File: src/rtl/seq_add_sub_pkg.sv
// Shared definitions for the slice-serial adder/subtractor: FSM encoding and
// helpers that size the slice counter from the operand and slice widths.
package seq_add_sub_pkg;

    typedef enum logic [1:0] {
        StIdle = 2'd0,
        StRun  = 2'd1,
        StDone = 2'd2
    } state_e;

    function automatic int unsigned nchunk(input int unsigned width, input int unsigned chunk);
        return width / chunk;
    endfunction

    // A single-slice configuration still needs a 1-bit counter.
    function automatic int unsigned cnt_width(input int unsigned n);
        return (n <= 1) ? 1 : $clog2(n);
    endfunction

endpackage

File: src/rtl/chunk_adder.sv
// One CHUNK-bit adder slice. Also exposes the carry into the top bit so the
// caller can form signed overflow on the most-significant slice.
module chunk_adder #(
    parameter int unsigned CHUNK = 8
) (
    input  logic [CHUNK-1:0] a,
    input  logic [CHUNK-1:0] b,
    input  logic             ci,
    output logic [CHUNK-1:0] s,
    output logic             co,
    output logic             c_msb
);

    logic [CHUNK:0] full;

    assign full  = {1'b0, a} + {1'b0, b} + {{CHUNK{1'b0}}, ci};
    assign s     = full[CHUNK-1:0];
    assign co    = full[CHUNK];
    // The top sum bit is a ^ b ^ carry-in, so the carry-in falls out directly.
    assign c_msb = s[CHUNK-1] ^ a[CHUNK-1] ^ b[CHUNK-1];

endmodule

File: src/rtl/seq_add_sub.sv
// Slice-serial adder/subtractor: one CHUNK-bit slice per clock, LSB slice first,
// with the inter-slice carry held in a register and valid/ready on both sides.
module seq_add_sub
    import seq_add_sub_pkg::*;
#(
    parameter int unsigned WIDTH = 32,
    parameter int unsigned CHUNK = 8
) (
    input  logic             clk,
    input  logic             reset,
    input  logic             in_valid,
    output logic             in_ready,
    input  logic [WIDTH-1:0] a,
    input  logic [WIDTH-1:0] b,
    input  logic             sub,
    output logic             out_valid,
    input  logic             out_ready,
    output logic [WIDTH-1:0] sum,
    output logic             carry_out,
    output logic             overflow,
    output logic             zero
);

    localparam int unsigned NCHUNK = nchunk(WIDTH, CHUNK);
    localparam int unsigned CntW   = cnt_width(NCHUNK);
    localparam logic [CntW-1:0] LastCnt = CntW'(NCHUNK - 1);

    if ((WIDTH % CHUNK) != 0) begin : g_bad_width
        $error("seq_add_sub: WIDTH must be a multiple of CHUNK");
    end

    state_e           state_q, state_d;
    logic [WIDTH-1:0] a_q, a_d;
    logic [WIDTH-1:0] b_q, b_d;
    logic [WIDTH-1:0] sum_q, sum_d;
    logic             carry_q, carry_d;
    logic [CntW-1:0]  cnt_q, cnt_d;
    logic             carry_out_q, carry_out_d;
    logic             overflow_q, overflow_d;
    logic             zero_q, zero_d;

    logic [CHUNK-1:0]       slice_s;
    logic                   slice_co;
    logic                   slice_c_msb;
    logic [WIDTH+CHUNK-1:0] sum_shift;

    chunk_adder #(
        .CHUNK (CHUNK)
    ) u_chunk_adder (
        .a     (a_q[CHUNK-1:0]),
        .b     (b_q[CHUNK-1:0]),
        .ci    (carry_q),
        .s     (slice_s),
        .co    (slice_co),
        .c_msb (slice_c_msb)
    );

    // New slice enters at the top; after NCHUNK shifts slice 0 sits at the bottom.
    assign sum_shift = {slice_s, sum_q};

    always_comb begin
        state_d     = state_q;
        a_d         = a_q;
        b_d         = b_q;
        sum_d       = sum_q;
        carry_d     = carry_q;
        cnt_d       = cnt_q;
        carry_out_d = carry_out_q;
        overflow_d  = overflow_q;
        zero_d      = zero_q;

        unique case (state_q)
            StIdle: begin
                if (in_valid) begin
                    a_d     = a;
                    b_d     = b ^ {WIDTH{sub}};
                    carry_d = sub;
                    cnt_d   = '0;
                    state_d = StRun;
                end
            end
            StRun: begin
                sum_d   = sum_shift[WIDTH+CHUNK-1:CHUNK];
                a_d     = a_q >> CHUNK;
                b_d     = b_q >> CHUNK;
                carry_d = slice_co;
                cnt_d   = cnt_q + 1'b1;
                if (cnt_q == LastCnt) begin
                    carry_out_d = slice_co;
                    overflow_d  = slice_c_msb ^ slice_co;
                    zero_d      = (sum_d == '0);
                    state_d     = StDone;
                end
            end
            StDone: begin
                if (out_ready) begin
                    state_d = StIdle;
                end
            end
            default: state_d = StIdle;
        endcase
    end

    always_ff @(posedge clk) begin
        if (reset) begin
            state_q     <= StIdle;
            a_q         <= '0;
            b_q         <= '0;
            sum_q       <= '0;
            carry_q     <= 1'b0;
            cnt_q       <= '0;
            carry_out_q <= 1'b0;
            overflow_q  <= 1'b0;
            zero_q      <= 1'b0;
        end else begin
            state_q     <= state_d;
            a_q         <= a_d;
            b_q         <= b_d;
            sum_q       <= sum_d;
            carry_q     <= carry_d;
            cnt_q       <= cnt_d;
            carry_out_q <= carry_out_d;
            overflow_q  <= overflow_d;
            zero_q      <= zero_d;
        end
    end

    assign in_ready  = (state_q == StIdle);
    assign out_valid = (state_q == StDone);
    assign sum       = sum_q;
    assign carry_out = carry_out_q;
    assign overflow  = overflow_q;
    assign zero      = zero_q;

endmodule

File: config.mk
export PLATFORM = sky130hd
export DESIGN_NAME = seq_add_sub
export DESIGN_NICKNAME = d
export VERILOG_FILES = /design/src/rtl/seq_add_sub_pkg.sv /design/src/rtl/chunk_adder.sv /design/src/rtl/seq_add_sub.sv
export SDC_FILE = /design/constraint.sdc
export NUM_CORES = 1
export LEC_CHECK = 0
export ABC_AREA = 1
export ABC_CLOCK_PERIOD_IN_PS = 2100
export CORE_MARGIN = 2
export CORE_UTILIZATION = 46
export CTS_BUF_LIST = sky130_fd_sc_hd__clkbuf_16
export CTS_CLUSTER_DIAMETER = 100
export DETAILED_ROUTE_END_ITERATION = 6
export PLACE_DENSITY = 0.79
export SYNTH_ARGS = -nofsm -noshare
export SYNTH_HDL_FRONTEND = slang
export SYNTH_SLANG_ARGS = --single-unit
File: constraint.sdc
create_clock -name clk -period 2.1 [get_ports clk]
set_input_delay 0.42 -clock clk [delete_from_list [all_inputs] [get_ports clk]]
set_output_delay 0.42 -clock clk [all_outputs]
set_load 0.05 [all_outputs]
# After elaboration in Yosys (flattened, before gate mapping)
# Cells that the tools add are included.
[totals]
ff_bits = 104
inputBits = 69
output_inout_bits = 37
elab_cells = 40
[classes]
n_addsub = 3
eq_ne = 6
muxes = 12
bitwise_logic = 4
n_reduce_logical = 6
[op_table]
columns = ["operator", "count"]
rows = [
  ["case mux 32 bit (2 select lines)", 2],
  ["2-to-1 mux 32 bit", 2],
  ["zero test 32 bit", 1],
  ["bitwise XOR 32 bit", 1],
  ["adder 8 x 8 -> 9 bit", 1],
  ["adder 9 x 1 -> 9 bit", 1],
  ["2-to-1 mux 2 bit", 4],
  ["case mux 2 bit (3 select lines)", 1],
  ["equality test 2 bit, second input constant", 2],
  ["inequality test 2 bit, second input constant", 2],
  ["case mux 2 bit (2 select lines)", 1],
  ["AND reduction 2 bit", 2],
  ["AND reduction 3 bit", 1],
  ["bitwise XOR 1 bit", 3],
  ["adder 2 x 1 -> 2 bit, second input constant", 1],
  ["equality test 2 x 1 -> 1 bit, second input constant", 1],
  ["zero test 2 bit", 1],
  ["inequality test 2 x 1 -> 1 bit, second input constant", 1],
  ["case mux 1 bit (2 select lines)", 1],
  ["nonzero test 2 bit", 1],
  ["2-to-1 mux 1 bit", 1],
]

# Depth between registers and ports, before layout
# Gate-level depths: netlist (run 1).
[logic_depth]
word_depth = 5
mapped_depth = 12
depth_no_buf = 12

# Modules after synthesis
# From an unflattened synthesis (run 1), not the netlist that was laid out.
[hier_totals]
hier_cells = 647
area_unflattened_um2 = 4864.7
[modules_own_cells]
columns = ["module", "instances", "cells_each", "area_each_um2", "seq_area_each_um2"]
rows = [
  ["seq_add_sub", 1, 591, 4483.0, 2082.0],
  ["chunk_adder", 1, 56, 381.6, 0.0],
]

# Worst setup path after synthesis (run 1)
# No wires, ideal clock.
[synth_path]
path_kind = "register -> register"
from = "register a_q[0]"
to = "register sum_q[30] (netlist: sum[30])"
setup_time_ps = 117
t_arrival_ps = 1851
slack_ps = 132
path_stages_with_launch = 10
path_buffers = 0
synth_period_minus_slack_ps = 1968
path_cell_list = "dfxtp_1 -> fa_1 -> fa_1 -> nand3_1 -> nand2_1 -> a21oi_1 -> xor2_1 -> nand2_1 -> o211ai_1 -> inv_1"
[synth_via]
elab_chain_len = 2
[synth_rtl]
columns = ["element", "line", "text"]
rows = [
  ["start, declared", "seq_add_sub.sv:33", "logic [WIDTH-1:0] a_q, a_d;"],
  ["start signal, assigned", "seq_add_sub.sv:107", "a_q <= '0;"],
  ["start signal, assigned", "seq_add_sub.sv:117", "a_q <= a_d;"],
  ["adder 8 x 8 -> 9 bit", "chunk_adder.sv:16", "assign full = {1'b0, a} + {1'b0, b} + {{CHUNK{1'b0}}, ci};"],
  ["adder 9 x 1 -> 9 bit", "chunk_adder.sv:16", ""],
  ["end signal, assigned", "seq_add_sub.sv:119", "sum_q <= sum_d;"],
  ["end, declared", "seq_add_sub.sv:35", "logic [WIDTH-1:0] sum_q, sum_d;"],
]
# No other way between the ends.
# A chain may end at the register's enable or synchronous reset.

# Worst setup path in the final report (run 1)
[layout_path]
from = "register sum_q[18] (netlist: sum[18])"
to = "output port sum[18]"
[layout_rtl]
columns = ["element", "line", "text"]
rows = [
  ["end, declared", "seq_add_sub.sv:18", "output logic [WIDTH-1:0] sum,"],
]
# No word-level cell between the ends.

==> impl_metrics.yaml, run 1 <==
placed_design:
  place_congestion: 0.887
  dp_hpwl_um: 8330
  place_area_mm2: 0.00591
  io_buffers: 105
  place_inst: 863
critical_path:
  arrival_ns: 1.57
  path_buf_inv: 1
  crit_type: "reg -> out"
  endpoint_kind: "primary output"
  path_cells: "clkdlybuf4s50_1"
  slowest_stage: "clkdlybuf4s50_1"
  max_stage_delay_ns: 0.82
  crit_fanout: 4
  cp-start-kind: "register"
  critPathRequiredTime_ns: 1.68
  critical_path.top_delay_family: "buffers and inverters"
timing:
  rsz0062_at_grt: "no"
  relSlewSlack_pct: 59.4
  fin_skew_ns: 0.00806
  max_slew.worst_pin.slew_ns: 0.608
  drv_slew: 0
  fin_crit_sh_pct: 94.9
  fin_crit_ns: 1.99
  hold_viol: 0
  tns_ns: 0
  max_freq_mhz: 502
  setup-violations-final: 0
power:
  vdd_drop_max_mv: 0.438
  totalPowerFinal_mw: 5.03
  p_leak_nw: 2.62
  p_per_area_mw_per_mm2: 808
die:
  floorplan.die.width_um: 106
  die_area_mm2: 0.0112
  io_pins: 106
  initial_core_util_pct: 46.7
  std_cell_rows: 37
  die_h_um: 106
  core_region_area_mm2: 0.0102
clocking:
  clockBufferDepth: 2
  worst_skew_pair.late_latency_ns: 0.35
  cts_buffers: 9
  root_buffer: "clkbuf_16"
  htreeDepth: 3
  cts_tree: "done"
  path_clk_slew_ns: 0.07
  clock-sinks: 104
grt:
  grt_pass1_vias: 4212
  grt_max_degree: 50
  grt_first_pass_wirelength_um: 19200
  grt-ovfl-total: 0
  antenna_found_initial: 0
  grt_usage_pct: 21.0
finish:
  design_area_mm2: 0.00623
  final_nets: 817
  n_fill_cell: 936
  synthToLayoutAreaGrowth_pct: 30.9
  stdcell_count: 879
  antenna-diode-count: 0
  drive_gt1_share_pct: 6.06
detailed_routing:
  routed_wirelength_um: 11600
  drt_first_pass_iters: 5
  drtIter0Drc: 267
  routedWlPerCell_um: 13.2
  drc: 0
  dr_total_vias: 4475
  viasPerCell: 5.09
  ant_nets: 0
hold_path:
  holdCritPathClass: "reg -> reg"
yosys:
  synth_cell_types: 32
  yosysSeqAreaShare_pct: 43.8
  synthCells: 647
  synth_fp_nets: 726
  synth_area_per_cell_um2: 7.35
  ys_warn_count: 0
  netlist_top_cells_area: "dfxtp_1, nand2_1, xor2_1"
  yosysTopAreaCellShare_pct: 43.8
  synth_top_area_cell: "dfxtp_1"
  mappedNetlistArea_mm2: 0.00476
  ys_ff_latch: 104
job:
  max-cap-violations: 0
status:
  status: "finished, final reports clean"
## synth_stat cells, drive strengths merged
cell type and count:
nand3 16, xor2 27, o21ai 36, a221oi 2, fa 2, a22oi 7, nor2 59, nand4 2
o21bai 2, xnor2 9, clkinv 1, nand3b 1, buf 22, ha 8, o21a 1, nor3 1
nand2 200, a31oi 33, o211ai 3, dfxtp 104, inv 50, a21oi 39, o221ai 4, clkbuf 18
## area by class of cell
cell class	instances	area (um2)	area share, %
multi-input cells	452	2290	36.8
flip-flops and latches	104	2080	33.4
repair buffers	120	1190	19.0
clock buffers	9	225	3.62
inverters	51	191	3.07
well taps	136	170	2.73
clock inverters	7	78.8	1.27
## where the power goes
part	switching (mW)	internal, mW	leakage (nW)
registers	0.109	2.12	0.855
logic	0.654	0.441	1.62
clock network	0.766	0.937	0.146
total	1.53	3.50	2.62
## cells by family (layout without fill, tap and decap cells)
| family | Yosys count | after routing | share of synthesized area [%] |
|---|---|---|---|
| buffers and inverters | 91 | 187 | 8.21 |
| DFF | 104 | 104 | 43.8 |
| adders and majority gates | 10 | 10 | 2.95 |
| and+or+nand+nor | 279 | 279 | 23.1 |
| xor gates and xnor gates | 36 | 36 | 6.63 |
| AOI/OAI and AO/OA | 127 | 127 | 15.4 |
## stage by stage
step | hold WS, ns | setup WS [ns] | utilization [%]
floorplan | 0.430 | 0.132 | -
global placement | 0.447 | 0.0530 | 58.1
detailed placement | 0.455 | -0.0115 | 58.1
CTS | 0.464 | 0.0290 | 61.1
global route | 0.483 | 0.00933 | 61.1
finish | 0.463 | 0.107 | 61.1
## path summary, 6_finish.rpt
path	start	slack (ns)	cells past startpoint	endpoint
setup reg to reg	a_q[0]	0.11	9	sum[30]
hold reg to reg	cnt_q[0]	0.46	1	cnt_q[0]
hold / removal	cnt_q[0]	0.46	1	cnt_q[0]
setup / recovery	sum[18]	0.11	1	sum[18]
## state kept, by name, indices dropped and copies added, names as in the netlist
signal and flops:
state_q 2, sum 32, cnt_q 2, b_q 32, overflow 1, carry_out 1, zero 1, a_q 32
carry_q 1
## cell usage in the layout (no fill, tap or decap), types with 2 or more instances in the layout
master	count
nand2_1	198
inv_1	46
nor2_1	57
dfxtp_1	104
a22oi_1	7
nand3_1	16
a31oi_1	33
o21ai_0	34
clkdlybuf4s50_1	101
fa_2	2
o221ai_1	4
o21bai_1	2
inv_2	4
ha_1	8
clkinv_4	2
a221oi_1	2
buf_2	2
o211ai_1	3
buf_12	3
xnor2_1	9
clkbuf_16	9
o21ai_1	2
clkinv_1	2
buf_4	14
xor2_1	27
nand4_1	2
a21oi_1	38
## routing by layer
layer / share of wire [%] / track usage [%] / vias up
met2: 49 / 36.0 / 147
met5: 0 / 0 / -
met4: 2.0 / 6.77 / 0
met1: 44 / 26.1 / 2034
li1: - / - / 2274
met3: 5.4 / 4.76 / 20
## repair_timing
| action | 4_1_cts | 5_1_grt |
|---|---|---|
| setup endpoints to repair | 2 | 3 |
| buffers inserted | 0 | 0 |
| endpoints found under the hold margin | 0 | 0 |
| hold buffers | 0 | 0 |
| resized for setup | 1 | 2 |
Power figures use the tool's default switching activity.
==> run 2: changes to the inputs <==
--- a/config.mk
+++ b/config.mk
@@ -12,6 +12,7 @@
 export CTS_BUF_LIST = sky130_fd_sc_hd__clkbuf_16
 export CTS_CLUSTER_DIAMETER = 100
 export DETAILED_ROUTE_END_ITERATION = 6
+export GPL_ROUTABILITY_DRIVEN = 0
 export PLACE_DENSITY = 0.79
 export SYNTH_ARGS = -nofsm -noshare
 export SYNTH_HDL_FRONTEND = slang
==> results of run 2 <==
The final DEF is identical to that of run 1; final timing and power are the same.
